==> src/rtl/uart_boot_loader_if.sv <==
// IO-bus and target-memory bus of uart_boot_loader.
// The master side is the loader; the slave side is the UART peripheral plus the target memory.
interface uart_boot_loader_if #(
    parameter int MEM_AW = 13
);
    logic              io_cs;
    logic              io_rd;
    logic              io_wr;
    logic [3:0]        io_addr;
    logic [15:0]       io_dout;
    logic [15:0]       io_din;
    logic [MEM_AW-1:0] mem_addr;
    logic [15:0]       mem_wdata;
    logic              mem_we;

    modport master (
        output io_cs, io_rd, io_wr, io_addr, io_dout,
        input  io_din,
        output mem_addr, mem_wdata, mem_we
    );

    modport slave (
        input  io_cs, io_rd, io_wr, io_addr, io_dout,
        output io_din,
        input  mem_addr, mem_wdata, mem_we
    );
endinterface

==> src/rtl/uart_boot_loader.sv <==
// Polls a UART for a length-prefixed 16-bit image and writes it to memory from address 0.
// Optional trailing mod-256 checksum byte when UART_BOOT_CHECKSUM_EN is defined.
module uart_boot_loader #(
    parameter int MEM_AW    = 13,
    parameter int MAX_WORDS = 8192
) (
    input  logic clk,
    input  logic rst,
    input  logic start,
    uart_boot_loader_if.master bus,
    output logic busy,
    output logic done,
    output logic err
);

`ifdef UART_BOOT_CHECKSUM_EN
    localparam bit LP_CSUM_EN = 1'b1;
`else
    localparam bit LP_CSUM_EN = 1'b0;
`endif

    localparam logic [16:0] LP_MAX = 17'(MAX_WORDS);

    typedef enum logic [2:0] {IDLE, POLL, PWAIT, READ, RGAP, STORE, DONE, ERR} state_t;
    typedef enum logic [1:0] {PH_LEN, PH_DATA, PH_CSUM} phase_t;

    state_t            r_state, w_next;
    phase_t            r_phase, w_phase_next;
    logic              r_odd;
    logic [7:0]        r_hi;
    logic [7:0]        r_rx;
    logic [7:0]        r_csum;
    logic [15:0]       r_len;
    logic [15:0]       r_word;
    logic [MEM_AW-1:0] r_widx;

    logic       w_idle_like;
    logic       w_start_ok;
    logic [7:0] w_byte;
    logic       w_unused_din;

    assign w_idle_like  = (r_state == IDLE) || (r_state == DONE) || (r_state == ERR);
    assign w_start_ok   = start && w_idle_like;
    assign w_byte       = bus.io_din[7:0];
    assign w_unused_din = ^bus.io_din[15:8];

    always_comb begin
        w_next       = r_state;
        w_phase_next = r_phase;
        case (r_state)
            IDLE, DONE, ERR: begin
                if (start) begin
                    w_next       = POLL;
                    w_phase_next = PH_LEN;
                end
            end
            POLL:  w_next = bus.io_din[0] ? READ : PWAIT;
            PWAIT: w_next = POLL;
            READ:  w_next = RGAP;
            RGAP: begin
                case (r_phase)
                    PH_LEN: begin
                        if (r_odd) begin
                            w_next = POLL;
                        end else if ({1'b0, r_len} > LP_MAX) begin
                            w_next = ERR;
                        end else if (r_len == 16'd0) begin
                            w_next       = LP_CSUM_EN ? POLL : DONE;
                            w_phase_next = PH_CSUM;
                        end else begin
                            w_next       = POLL;
                            w_phase_next = PH_DATA;
                        end
                    end
                    PH_DATA: w_next = r_odd ? POLL : STORE;
                    default: w_next = (r_rx == r_csum) ? DONE : ERR;
                endcase
            end
            STORE: begin
                if (r_len == 16'd1) begin
                    w_next       = LP_CSUM_EN ? POLL : DONE;
                    w_phase_next = PH_CSUM;
                end else begin
                    w_next = POLL;
                end
            end
            default: w_next = IDLE;
        endcase
    end

    // Strobes only in the two access states; address selects RX-available while polling.
    assign bus.io_cs     = (r_state == POLL) || (r_state == READ);
    assign bus.io_rd     = (r_state == POLL) || (r_state == READ);
    assign bus.io_wr     = 1'b0;
    assign bus.io_addr   = (r_state == POLL) ? 4'h4 : 4'h0;
    assign bus.io_dout   = 16'h0000;
    assign bus.mem_we    = (r_state == STORE);
    assign bus.mem_addr  = r_widx;
    assign bus.mem_wdata = r_word;

    assign busy = (r_state == POLL) || (r_state == PWAIT) || (r_state == READ) ||
                  (r_state == RGAP) || (r_state == STORE);
    assign done = (r_state == DONE);
    assign err  = (r_state == ERR);

    always_ff @(posedge clk) begin
        if (rst) begin
            r_state <= IDLE;
            r_phase <= PH_LEN;
            r_odd   <= 1'b0;
            r_hi    <= 8'h00;
            r_rx    <= 8'h00;
            r_csum  <= 8'h00;
            r_len   <= 16'h0000;
            r_word  <= 16'h0000;
            r_widx  <= '0;
        end else begin
            r_state <= w_next;
            r_phase <= w_phase_next;
            if (w_start_ok) begin
                r_odd  <= 1'b0;
                r_hi   <= 8'h00;
                r_rx   <= 8'h00;
                r_csum <= 8'h00;
                r_len  <= 16'h0000;
                r_word <= 16'h0000;
                r_widx <= '0;
            end
            case (r_state)
                READ: begin
                    case (r_phase)
                        PH_LEN: begin
                            if (!r_odd) r_hi  <= w_byte;
                            else        r_len <= {r_hi, w_byte};
                            r_odd <= ~r_odd;
                        end
                        PH_DATA: begin
                            if (!r_odd) r_hi   <= w_byte;
                            else        r_word <= {r_hi, w_byte};
                            r_odd <= ~r_odd;
                            if (LP_CSUM_EN) r_csum <= r_csum + w_byte;
                        end
                        default: r_rx <= w_byte;
                    endcase
                end
                STORE: begin
                    r_widx <= r_widx + 1'b1;
                    r_len  <= r_len - 16'd1;
                end
                default: ;
            endcase
        end
    end

endmodule

==> src/flat_wrapper.sv <==
// flat-port wrapper written by rule: the top's interface ports become plain ports
module uart_boot_loader_flat 
#(
    parameter int MEM_AW    = 13,
    parameter int MAX_WORDS = 8192
)
  (clk, rst, start, busy, done, err, bus_io_cs, bus_io_rd, bus_io_wr, bus_io_addr, bus_io_dout, bus_io_din, bus_mem_addr, bus_mem_wdata, bus_mem_we);
  uart_boot_loader_if #(.MEM_AW(MEM_AW)) bus_i ();
  input  logic clk;
  input  logic rst;
  input  logic start;
  output logic busy;
  output logic done;
  output logic err;
  output wire logic [$bits(bus_i.io_cs)-1:0] bus_io_cs;
  output wire logic [$bits(bus_i.io_rd)-1:0] bus_io_rd;
  output wire logic [$bits(bus_i.io_wr)-1:0] bus_io_wr;
  output wire logic [$bits(bus_i.io_addr)-1:0] bus_io_addr;
  output wire logic [$bits(bus_i.io_dout)-1:0] bus_io_dout;
  input wire logic [$bits(bus_i.io_din)-1:0] bus_io_din;
  output wire logic [$bits(bus_i.mem_addr)-1:0] bus_mem_addr;
  output wire logic [$bits(bus_i.mem_wdata)-1:0] bus_mem_wdata;
  output wire logic [$bits(bus_i.mem_we)-1:0] bus_mem_we;
  assign bus_io_cs = bus_i.io_cs;
  assign bus_io_rd = bus_i.io_rd;
  assign bus_io_wr = bus_i.io_wr;
  assign bus_io_addr = bus_i.io_addr;
  assign bus_io_dout = bus_i.io_dout;
  assign bus_i.io_din = bus_io_din;
  assign bus_mem_addr = bus_i.mem_addr;
  assign bus_mem_wdata = bus_i.mem_wdata;
  assign bus_mem_we = bus_i.mem_we;
  uart_boot_loader #(.MEM_AW(MEM_AW), .MAX_WORDS(MAX_WORDS)) u_core (.clk(clk), .rst(rst), .start(start), .bus(bus_i), .busy(busy), .done(done), .err(err));
endmodule
==> config.mk <==
export PLATFORM = sky130hd
export DESIGN_NAME = uart_boot_loader_flat
export DESIGN_NICKNAME = d
export VERILOG_FILES = /design/src/rtl/uart_boot_loader_if.sv /design/src/rtl/uart_boot_loader.sv /design/src/flat_wrapper.sv
export SDC_FILE = /design/constraint.sdc
export NUM_CORES = 1
export LEC_CHECK = 0
export ABC_AREA = 0
export CAP_MARGIN = 10
export CORE_AREA = 5 5 105 107
export CTS_CLUSTER_DIAMETER = 30
export DETAILED_ROUTE_END_ITERATION = 10
export DIE_AREA = 0 0 110 112
export HOLD_SLACK_MARGIN = 0.05
export MAX_ROUTING_LAYER = met4
export PLACE_DENSITY_LB_ADDON = 0.2
export SLEW_MARGIN = 20
export SYNTH_ARGS = -nofsm -noshare
export SYNTH_HDL_FRONTEND = slang
export SYNTH_SLANG_ARGS = --single-unit
==> constraint.sdc <==
create_clock -name clk -period 1.8 [get_ports clk]
set_input_delay 0.18 -clock clk [delete_from_list [all_inputs] [get_ports clk]]
set_output_delay 0.18 -clock clk [all_outputs]
set_load 0.1 [all_outputs]
; ---- Yosys cells after proc, flatten, opt, wreduce, memory -nomap -nowiden
; Index checks and enable logic that the tools add are counted.
[word_totals]
reg_bits = 67
word_cells = 81
[classes]
addsub = 2
magnitude_cmp = 1
eq_ne = 14
n_mux = 38
bitwise_logic = 1
n_reduce_logical = 17
[ops]
columns = op, count
row1 = 16-bit 2-to-1 mux, 7
row2 = 8-bit 2-to-1 mux, 7
row3 = 16-bit case mux with 2 select lines, 1
row4 = 13-bit 2-to-1 mux, 2
row5 = 3-bit 2-to-1 mux, 7
row6 = 3-bit case mux with 6 select lines, 1
row7 = "16-bit by 1-bit equality test with 1-bit output, second input constant", 1
row8 = "16-bit by 14-bit > comparator with 1-bit output, second input constant", 1
row9 = 16-bit logical NOT, 1
row10 = "16-bit by 1-bit subtractor with 16-bit output, second input constant", 1
row11 = "13-bit by 1-bit adder with 13-bit output, second input constant", 1
row12 = "3-bit equality test, second input constant", 4
row13 = 2-bit 2-to-1 mux, 6
row14 = 8-bit logical NOT, 1
row15 = "2-bit != test, second input constant", 4
row16 = 1-bit logical OR, 7
row17 = "3-bit by 2-bit equality test with 1-bit output, second input constant", 2
row18 = 2-bit case mux with 3 select lines, 1
row19 = 3-bit case mux with 2 select lines, 1
row20 = 6-bit AND reduction, 1
row21 = 1-bit 2-to-1 mux, 5
row22 = "3-bit by 1-bit equality test with 1-bit output, second input constant", 1
row23 = 3-bit logical NOT, 1
row24 = 3-bit nonzero test, 1
row25 = other kinds (8), 8

; ---- Longest topological paths before layout
; Gate-level depths: netlist of run 1.
[logic_depth]
word_depth = 8
ltp_mapped = 7

; ---- Least setup slack after synthesis of run 1
; OpenSTA, ideal clock, no wires.
[synth_timing]
kind = reg-to-reg
from = register u_core.r_state[1]
to = register u_core.r_len[11]
setup_ps = 70
arrival_time_ps = 2278
slack_ps = -548
stages_incl_launch_ff = 7
path_buffers = 2
path_cell_list = dfxtp_1 -> clkbuf_1 -> nand3b_1 -> inv_1 -> clkbuf_1 -> o21ai_0 -> a21oi_1
[synth_between]
word_cells_on_any_way = 12
cone_classes = eq/ne: 4 / mux: 4 / reduce/logical: 4
[synth_rtl]
columns = item, line_no
row1 = from (decl), uart_boot_loader.sv:27  ; state_t r_state, w_next;
row2 = from (signal assigned), uart_boot_loader.sv:118  ; r_state <= w_next;
row3 = 3-bit equality test, --
row4 = net bus_mem_we, flat_wrapper.sv:23  ; output wire logic [$bits(bus_i.mem_we)-1:0] bus_mem_we;
row5 = 16-bit case mux with 2 select lines, uart_boot_loader.sv:129  ; case (r_state)
row6 = to (signal assigned), uart_boot_loader.sv:134  ; else r_len <= {r_hi, w_byte};
row7 = to (signal assigned), uart_boot_loader.sv:148  ; r_len <= r_len - 16'd1;
row8 = to (decl), uart_boot_loader.sv:33  ; logic [15:0] r_len;
; The timed path passes the listed nets, and every way through them passes these cells.
; A chain may end at the register's enable or synchronous reset.

; ---- Worst setup path after layout of run 1
[layout_timing]
from = register u_core.r_len[1]
to = register u_core.r_state[1]
[layout_between]
elab_chain_cells = 6
word_cells_on_any_way = 9
cone_classes = order compare: 1 / eq/ne: 1 / mux: 6 / reduce/logical: 1
[layout_lines]
columns = item, line_no
row1 = "parallel branches: the longest is 5 deep, another holds 16-bit by 14-bit > comparator with 1-bit output", --
row2 = 3-bit case mux with 6 select lines *, uart_boot_loader.sv:50  ; case (r_state)
; Mark *: on every way between the ends.

==> out/summary.txt, run 1 <==
status - complete, but fails checks
failing checks - setup timing
CTS tree - done
chip width - 110 um
final slew viol count - 0
worst vdd rail ir drop - 0.0005447 V
initial DRC count - 209
Layout Nets - 542
CP cell instances - inv_2, ha_4, or4b_4, nor4_4, nor4_2, or4_4, a21oi_2
post-route ant nets - 0
H-Tree Depth - 3
WL final - 10050 um
max cap viols - 0
required time worst endpoint - 2.07 ns
Worst-path clk slew - 0.08 ns
first-pass iteration count of the detailed router - 4
Initial Util - 33.62%
Reg2Reg Setup Slack - -0.21 ns
I/O Buffers - 46
Relative slew margins - 52.87%
Post-DP HPWL - 7182 um
first-pass GRT wire length - 16020 um
fraction of registers with async set/reset - 0%
Core Area - 0.01005 sq mm
clock buffer count from CTS - 9
Fmax - 497.9 MHz
CP startpoint kind - flop
Synth cell types - 50
WP buf/inv - 1
Setup WS post-layout - -0.2085 ns
final clock period utilization by the worst path - 111.6%
sequential share of the synthesized area - 39.72%
most common flop cell mapped by yosys - dfxtp_1
layout cell share with drive strength beyond 1 - 33.71%
clk_skew - 0.01124 ns
Die Area - 0.01232 sq mm
initial antenna violation count - 0
Tmin final - 2.008 ns
clock latency on the worst-skew pair - 0.34 ns
most frequent cells in the layout - buf_4, nor2_1, dfxtp_1
post-synthesis register bit count - 67
P&R area growth vs syn - 42.90%
critical path's slowest cell - or4b_4
number of synthesized flops with an enable pin - 0
CP Data Arrival Time - 2.28 ns
Top delay family on crit path - simple AND/OR/NAND/NOR gates
Least-Margin Pin Slew - 0.7062 ns
post-layout util - 48.04%
unrepaired setup endpoints after global routing - true
Post-Synthesis Cells - 423
GP Congestion - 0.8557
Worst Hold Class - primary input to flop
crit-path max cell delay - 0.49 ns
Filler cells - 968
IO Pins - 75
Vias - 3351
clock sinks - 67
ant diodes - 0
DP Area - 0.004364 sq mm
crit path kind - flop to flop
Mapped Area - 0.003377 sq mm
total grt overflow - 0
Final Setup Violations - 5
wire per inst - 15.20 um
CTS Buffer Depth - 2
Fin. Hold Viols - 0
Power Dens Cells - 788.6 mW/mm^2
Vert. Die Dim - 112 um
# DRC - 0
vias in the first global route - 3161
Rows - 37
largest net degree at the start of global routing - 31
syn_area_per_cell - 7.983 sq um
Yosys warnings - 0
leakage - 1.944 nW
CTS Root Cell - clkbuf_8
crit-path max FO - 3
Via density - 5.070
CP endpoint kind - flop
post-route cell area - 0.004826 sq mm
GRT Overall Usage - 16.87%
commonest non-fill, non-tap cell in the layout - buf_4
## layout make-up
cell class / instances / area (sq um) / area share (%)
repair buffers: 113 / 998.5 / 20.69
well taps: 136 / 170.2 / 3.526
clock buffers: 12 / 176.4 / 3.656
clock inverters: 4 / 55.05 / 1.141
inverters: 9 / 37.54 / 0.7778
multi-input cells: 320 / 2019 / 41.85
flip-flops and latches: 67 / 1369 / 28.36
## logic make-up (layout without fill, tap and decap cells)
family                   after synthesis  count (layout)  synth area share [%]
other                                  1              20                0.1110
AO/OA/AOI/OAI                        108             108                 20.27
multiplexers                           5               5                 1.556
adder cells (fa/ha/maj)                3               3                 1.112
AND/OR/NAND/NOR                      175             175                 25.94
buffers and inverters                 55             138                 8.966
XOR/XNOR                               9               9                 2.334
flip-flops                            67              67                 39.72
## worst paths after layout
| path | start | to | depth (start not counted) |
|---|---|---|---|
| worst min-delay path | rst | u_core.bus.mem_addr[0] | 2 |
| worst max-delay path | u_core.r_len[1] | u_core.r_state[1] | 7 |
| worst max register to register | u_core.r_len[1] | u_core.r_state[1] | 7 |
| worst min register to register | u_core.r_rx[6] | u_core.r_rx[6] | 2 |
## layer usage
| layer | wire, um | GRT usage [%] | vias to the layer above |
|---|---|---|---|
| li1 | - | - | 1675 |
| met1 | 4699 | 22.38 | 1575 |
| met2 | 4839 | 26.17 | 86 |
| met3 | 386 | 3.188 | 15 |
| met4 | 119 | 4.489 | 0 |
| met5 | 0 | - | - |
## stage by stage
| stage | total power [mW] | instances | TNS, ns | hold slack (ns) | setup slack (ns) |
|---|---|---|---|---|---|
| 6_report | 3.806 | 661 | -0.5929 | 0.3151 | -0.2085 |
| 4_1_cts | 3.802 | 659 | -0.4487 | 0.3050 | -0.2379 |
| 5_1_grt | 3.958 | 661 | -1.511 | 0.3363 | -0.3253 |
| 2_1_floorplan | 2.119 | 442 | -0.2473 | 0.3160 | -0.1068 |
| 3_5_place_dp | 2.368 | 642 | -5.076 | 0.4550 | -0.2842 |
| 3_3_place_gp | 2.364 | 642 | -3.925 | 0.4444 | -0.2010 |
## synthesized netlist by cell type (all sizes together) (7+ instances only)
cell type,instances,area (sq um)
inv,9,33.78
o21ai,17,85.08
xor2,7,61.31
nand2,31,116.4
buf,25,183.9
clkbuf,20,75.07
nor2,63,236.5
a22oi,30,225.2
nor3,11,65.06
nand3,16,80.08
dfxtp,67,1341
a21oi,33,165.2
a31oi,9,56.30
nor4,9,62.56
## report_power, final
| part | internal, mW | total, mW | leakage, nW | switching, mW |
|---|---|---|---|---|
| clock network | 0.805 | 1.41 | 0.114 | 0.610 |
| logic | 0.297 | 0.882 | 1.28 | 0.585 |
| registers | 1.49 | 1.51 | 0.549 | 0.0174 |
| total | 2.59 | 3.81 | 1.94 | 1.21 |
## flip-flops by register name, summed over array words and instances (netlist names)
signal,count
u_core.r_rx,8
u_core.bus.mem_wdata,16
u_core.bus.mem_addr,13
u_core.r_odd,1
u_core.r_len,16
u_core.r_state,3
u_core.r_phase,2
u_core.r_hi,8
## what timing repair did
item	CTS	global route
pin swaps	1	9
buffers inserted	1	3
endpoints found under the setup margin	29	22
hold buffers	0	0
gates resized for setup	15	33
No activity file was read; power rests on OpenSTA's default activity.
==> run 2, diff against run 1 <==
Settings changed: CTS_BUF_LIST set to sky130_fd_sc_hd__clkbuf_8.
==> out/summary.txt, run 2 (synthesized netlist as in run 1, its figures left out) <==
# DRC - 0 (unchanged)
CP Data Arrival Time - 2.30 ns (+0.02 ns)
Top delay family on crit path - simple AND/OR/NAND/NOR gates
Vias - 3347 (-0.12%)
hold_ws - 0.3194 ns (+0.004329 ns)
critical path's slowest cell - or4_4
Worst Hold Class - primary input to flop
Vert. Die Dim - 112 um (unchanged)
GP Congestion - 0.8557 (unchanged)
P&R area growth vs syn - 42.35%
crit-path max cell delay - 0.56 ns (+0.07 ns)
Core Area - 0.01005 sq mm (unchanged)
Initial Util - 33.62% (unchanged)
worst vdd rail ir drop - 0.0005472 V (+0.46%)
first-pass GRT wire length - 16050 um (+0.17%)
max cap viols - 0 (unchanged)
crit path kind - flop to flop
IO Pins - 75 (unchanged)
most frequent cells in the layout - buf_4, nor2_1, dfxtp_1
initial antenna violation count - 0 (unchanged)
Die Area - 0.01232 sq mm (unchanged)
leakage - 1.938 nW (-0.31%)
chip width - 110 um (unchanged)
Relative slew margins - 53.40% (+0.53 points)
CTS Root Cell - clkbuf_8
unrepaired setup endpoints after global routing - true
final slew viol count - 0 (unchanged)
clock latency on the worst-skew pair - 0.34 ns (about the same)
failing checks - setup timing
Fin. Hold Viols - 0 (unchanged)
commonest non-fill, non-tap cell in the layout - buf_4
vias in the first global route - 3164 (+0.095%)
Tmin final - 2.032 ns (+0.02325 ns)
Reg2Reg Setup Slack - -0.23 ns (-0.02 ns)
WL final - 10060 um (+0.19%)
Setup WS post-layout - -0.2317 ns (-0.02325 ns)
Via density - 5.064 (-0.12%)
CP cell instances - or4_4, buf_6, nor4_4, nor4_2, or4_4, a21oi_2
largest net degree at the start of global routing - 31 (unchanged)
required time worst endpoint - 2.07 ns (about the same)
WP buf/inv - 1 (unchanged)
Power Dens Cells - 801.0 mW/mm^2 (+1.6%)
Post-DP HPWL - 7182 um (unchanged)
layout cell share with drive strength beyond 1 - 33.90% (+0.19 points)
CTS Buffer Depth - 2 (unchanged)
GRT Overall Usage - 16.92% (+0.049 points)
Final TNS setup - -0.7922 ns (-0.1994 ns)
final clock period utilization by the worst path - 112.9% (+1.3 points)
ant diodes - 0 (unchanged)
Fmax - 492.2 MHz (-1.1%)
total grt overflow - 0 (unchanged)
first-pass iteration count of the detailed router - 4 (unchanged)
Worst-path clk slew - 0.08 ns (about the same)
post-route ant nets - 0 (unchanged)
CTS tree - done
Least-Margin Pin Slew - 0.6982 ns (-0.007969 ns)
I/O Buffers - 46 (unchanged)
Rows - 37 (unchanged)
most used cell, CP - or4_4
crit-path max FO - 3 (unchanged)
H-Tree Depth - 3 (unchanged)
wire per inst - 15.23 um (+0.19%)
Final Setup Violations - 5 (unchanged)
Layout Nets - 542 (unchanged)
initial DRC count - 161 (-23%)
clock sinks - 67 (unchanged)
clk_skew - 0.01139 ns (+0.0001469 ns)
CP endpoint kind - flop
CP startpoint kind - flop
clock buffer count from CTS - 9 (unchanged)
status - complete, but fails checks
-- run 2: cell count changes in the layout (fill, tap and decap cells not counted), sizes merged --
| cell | change |
|---|---|
| clkbuf | -1 |
| bufinv | +1 |
-- run 2: final cells by class --
cell class                 count  area (sq um)
inverter                       9         37.54
timing repair buffer         113         987.2
multi-input combinational    320          2007
tap                          136         170.2
clock buffer                  11         151.4
fill                         974          5239
sequential                    67          1369
clock inverter                 5         85.08
-- run 2: final timing paths --
check,from,endpoint,depth (start not counted)
setup / recovery,u_core.r_len[4],u_core.r_state[1],6
hold / removal,rst,u_core.bus.mem_addr[3],2
setup reg to reg,u_core.r_len[4],u_core.r_state[1],6
hold reg to reg,u_core.r_rx[6],u_core.r_rx[6],2
-- run 2: where the power goes --
group          switching [mW]  total (mW)  internal [mW]
sequential             0.0173        1.51           1.49
combinational           0.582       0.874          0.292
clock                   0.607        1.47          0.861
-- run 2: metrics by stage --
| step | total power, mW | area, sq um | setup WS, ns | cells | util [%] |
|---|---|---|---|---|---|
| floorplan | 2.119 | 3518 | -0.1068 | 442 | - |
| global placement | 2.364 | 4364 | -0.2010 | 642 | 43.44 |
| detailed placement | 2.368 | 4364 | -0.2842 | 642 | 43.44 |
| CTS | 3.856 | 4667 | -0.2439 | 659 | 46.46 |
| global route | 4.008 | 4807 | -0.3121 | 661 | 47.85 |
| finish | 3.851 | 4807 | -0.2317 | 661 | 47.85 |
-- run 2: repair_timing --
action	CTS	global route
buffers inserted	1	2
hold buffers	0	0
setup endpoints to repair	29	22
pin swaps	1	13
endpoints found under the hold margin	0	0
gates resized for setup	15	28
-- run 2: metal layers --
layer  GRT usage [%]  part of all wire, %  vias up
li1                -                    -     1677
met1           22.42                   46     1568
met2           26.13                   48       85
met3           3.246                  4.1       17
met4           4.738                  1.9        0
met5               -                    0        -
==> run 3, diff against run 2 <==
Settings changed: CORE_AREA 5 5 105 107 to 5 5 90 125, DIE_AREA 0 0 110 112 to 0 0 95 130.
Clock period 1.8 ns to 2.62 ns, I/O delays scaled along.
==> out/summary.txt, run 3 (synthesized netlist as in run 1, its figures left out) <==
max cap viols - 0 (unchanged)
Worst Reg-to-Reg Cells - 7 (+1)
Fmax - 434.8 MHz (-12%)
Rows - 43 (+16%)
register area - 0.001341 sq mm (-2.0%)
worst vdd rail ir drop - 0.0002708 V (-51%)
vias in the first global route - 3033 (-4.1%)
R2R Path Start - u_core.r_len[0]
GP Congestion - 0.8420 (-1.6%)
largest net degree at the start of global routing - 30 (-3.2%)
initial DRC count - 129 (-20%)
H-Tree Depth - 3 (unchanged)
Core Area - 0.009899 sq mm (-1.5%)
wire per inst - 15.65 um (+2.8%)
first-pass GRT wire length - 15150 um (-5.6%)
Filler cells - 1041 (+6.9%)
I/O Buffers - 46 (unchanged)
most frequent cells in the layout - dfxtp_1, nor2_1, buf_4
Fin. Hold Viols - 0 (unchanged)
Logic pwr share - 18.2% (-4.5 points)
total grt overflow - 0 (unchanged)
hold path depth - 2 (unchanged)
# resized after CTS - 0 (-15)
first-pass iteration count of the detailed router - 5 (+1)
initial antenna violation count - 0 (unchanged)
CP endpoint kind - flop
Clk pwr share - 38.9% (+0.8 points)
WHS Endpoint - u_core.bus.mem_addr[0]
clock buffer count from CTS - 9 (unchanged)
Least-Margin Pin Slew - 0.6723 ns (-0.02589 ns)
post-layout util - 40.62% (-7.2 points)
Relative slew margins - 55.13% (+1.7 points)
Die Area - 0.01235 sq mm (+0.24%)
Worst Hold Class - primary input to flop
Crit Reg-Reg Endpoint - u_core.r_state[2]
Via density - 5.192 (+2.5%)
Layout Nets - 485 (-11%)
Initial Util - 34.11% (+0.50 points)
CTS Hold Bufs - 0 (unchanged)
Vias - 3131 (-6.5%)
Final TNS setup - 0 ns (+0.7922 ns)
CTS Root Cell - clkbuf_8
Tmin final - 2.300 ns (+0.2684 ns)
final slew viol count - 0 (unchanged)
switching power of the nets - 0.7957 mW (-34%)
final clock period utilization by the worst path - 87.79% (-25 points)
crit-path max FO - 6 (+3)
clock sinks - 67 (unchanged)
dpl ws - 0.3180 ns (+0.6021 ns)
Final Setup Violations - 0 (-5)
post-route cell area - 0.004021 sq mm (-16%)
IO Pins - 75 (unchanged)
clk_skew - 0.005438 ns (-0.005953 ns)
Reg2Reg Setup Slack - 0.32 ns (+0.55 ns)
Setup WS post-layout - 0.3199 ns (+0.5516 ns)
chip width - 95 um (-14%)
layout cell share with drive strength beyond 1 - 15.38% (-19 points)
GRT Overall Usage - 16.25% (-0.67 points)
P&R area growth vs syn - 19.08%
CP Data Arrival Time - 2.52 ns (+0.22 ns)
unrepaired setup endpoints after global routing - false
clock latency on the worst-skew pair - 0.35 ns (about the same)
# DRC - 0 (unchanged)
switching share of power - 32.45% (+1.1 points)
CTS tree - done
post-route ant nets - 0 (unchanged)
Min-Delay Startpoint - rst
crit path kind - flop to flop
register share of total power - 43.0% (+3.8 points)
leakage - 1.566 nW (-19%)
Setup Fix Bufs, Post-CTS - 0 (-1)
Multi-input gate area - 0.001807 sq mm (-10%)
Power Dens Cells - 609.7 mW/mm^2 (-24%)
CP startpoint kind - flop
Worst-path clk slew - 0.08 ns (about the same)
CTS Buffer Depth - 2 (unchanged)
status - complete, no violations
Post-DP HPWL - 6785 um (-5.5%)
required time worst endpoint - 2.84 ns (+0.77 ns)
commonest non-fill, non-tap cell in the layout - dfxtp_1
total internal power - 1.656 mW (-37%)
DP Area - 0.003801 sq mm (-13%)
Vert. Die Dim - 130 um (+16%)
ant diodes - 0 (unchanged)
WL final - 9439 um (-6.2%)
==> run 3: changes by cell type in the layout (fill, tap and decap cells not counted), sizes merged <==
cell / change
clkinv: +1
clkinvlp: -1
clkbuf: -2
buf: -57
inv: +2
==> run 3: worst max path at each step <==
stage | from | endpoint | slack (ns) | depth (start not counted)
after detailed placement | start | u_core.bus.mem_wdata[0] | 0.32 | 5
final | u_core.r_len[0] | u_core.r_state[2] | 0.32 | 7
after global placement | start | u_core.bus.mem_wdata[13] | 0.36 | 5
after floorplan | u_core.r_state[1] | u_core.r_len[11] | 0.27 | 6
after global routing | u_core.r_len[1] | u_core.r_state[2] | 0.19 | 7
after CTS | u_core.r_state[1] | u_core.bus.mem_wdata[13] | 0.31 | 5
==> run 3: cell type report <==
class                           instances  area share [%]
Inverter                                9          0.8401
Sequential cell                        67           33.35
Tap cell                              135           4.200
Clock buffer                            9           3.080
Multi-Input combinational cell        320           44.93
Timing Repair Buffer                   56           11.26
Clock inverter                          7           2.334
==> run 3: worst max-delay path, stage by stage, from the launching register on <==
cell	delay (ns)
dfxtp_1	0.35
inv_1	0.07
ha_1	0.21
or4b_1	0.53
o31a_2	0.31
nor4_1	0.41
a221o_2	0.22
a21oi_1	0.05
==> run 3: metrics by stage <==
stage | instances | hold slack (ns) | total power [mW]
final | 603 | 0.3783 | 2.452
after global routing | 603 | 0.4059 | 2.549
after CTS | 603 | 0.3748 | 2.478
after detailed placement | 587 | 0.4578 | 1.523
after global placement | 587 | 0.4513 | 1.519
after floorplan | 442 | 0.3980 | 1.450
==> run 3: power by group through the flow <==
stage | clock, mW | combinational (mW) | sequential [mW]
after detailed placement | 0 | 0.446 | 1.08
after CTS | 0.979 | 0.447 | 1.05
after global placement | 0 | 0.444 | 1.08
after global routing | 1.02 | 0.476 | 1.06
after floorplan | 0 | 0.388 | 1.06
final | 0.953 | 0.445 | 1.05
==> run 3: routing by layer <==
layer  up-vias  wire length, um  global-route usage (%)
li1       1557                -                       -
met3        16              332                   2.191
met2        71             4807                   28.16
met5         -                0                       -
met4         0              284                   8.666
met1      1487             4015                   17.91
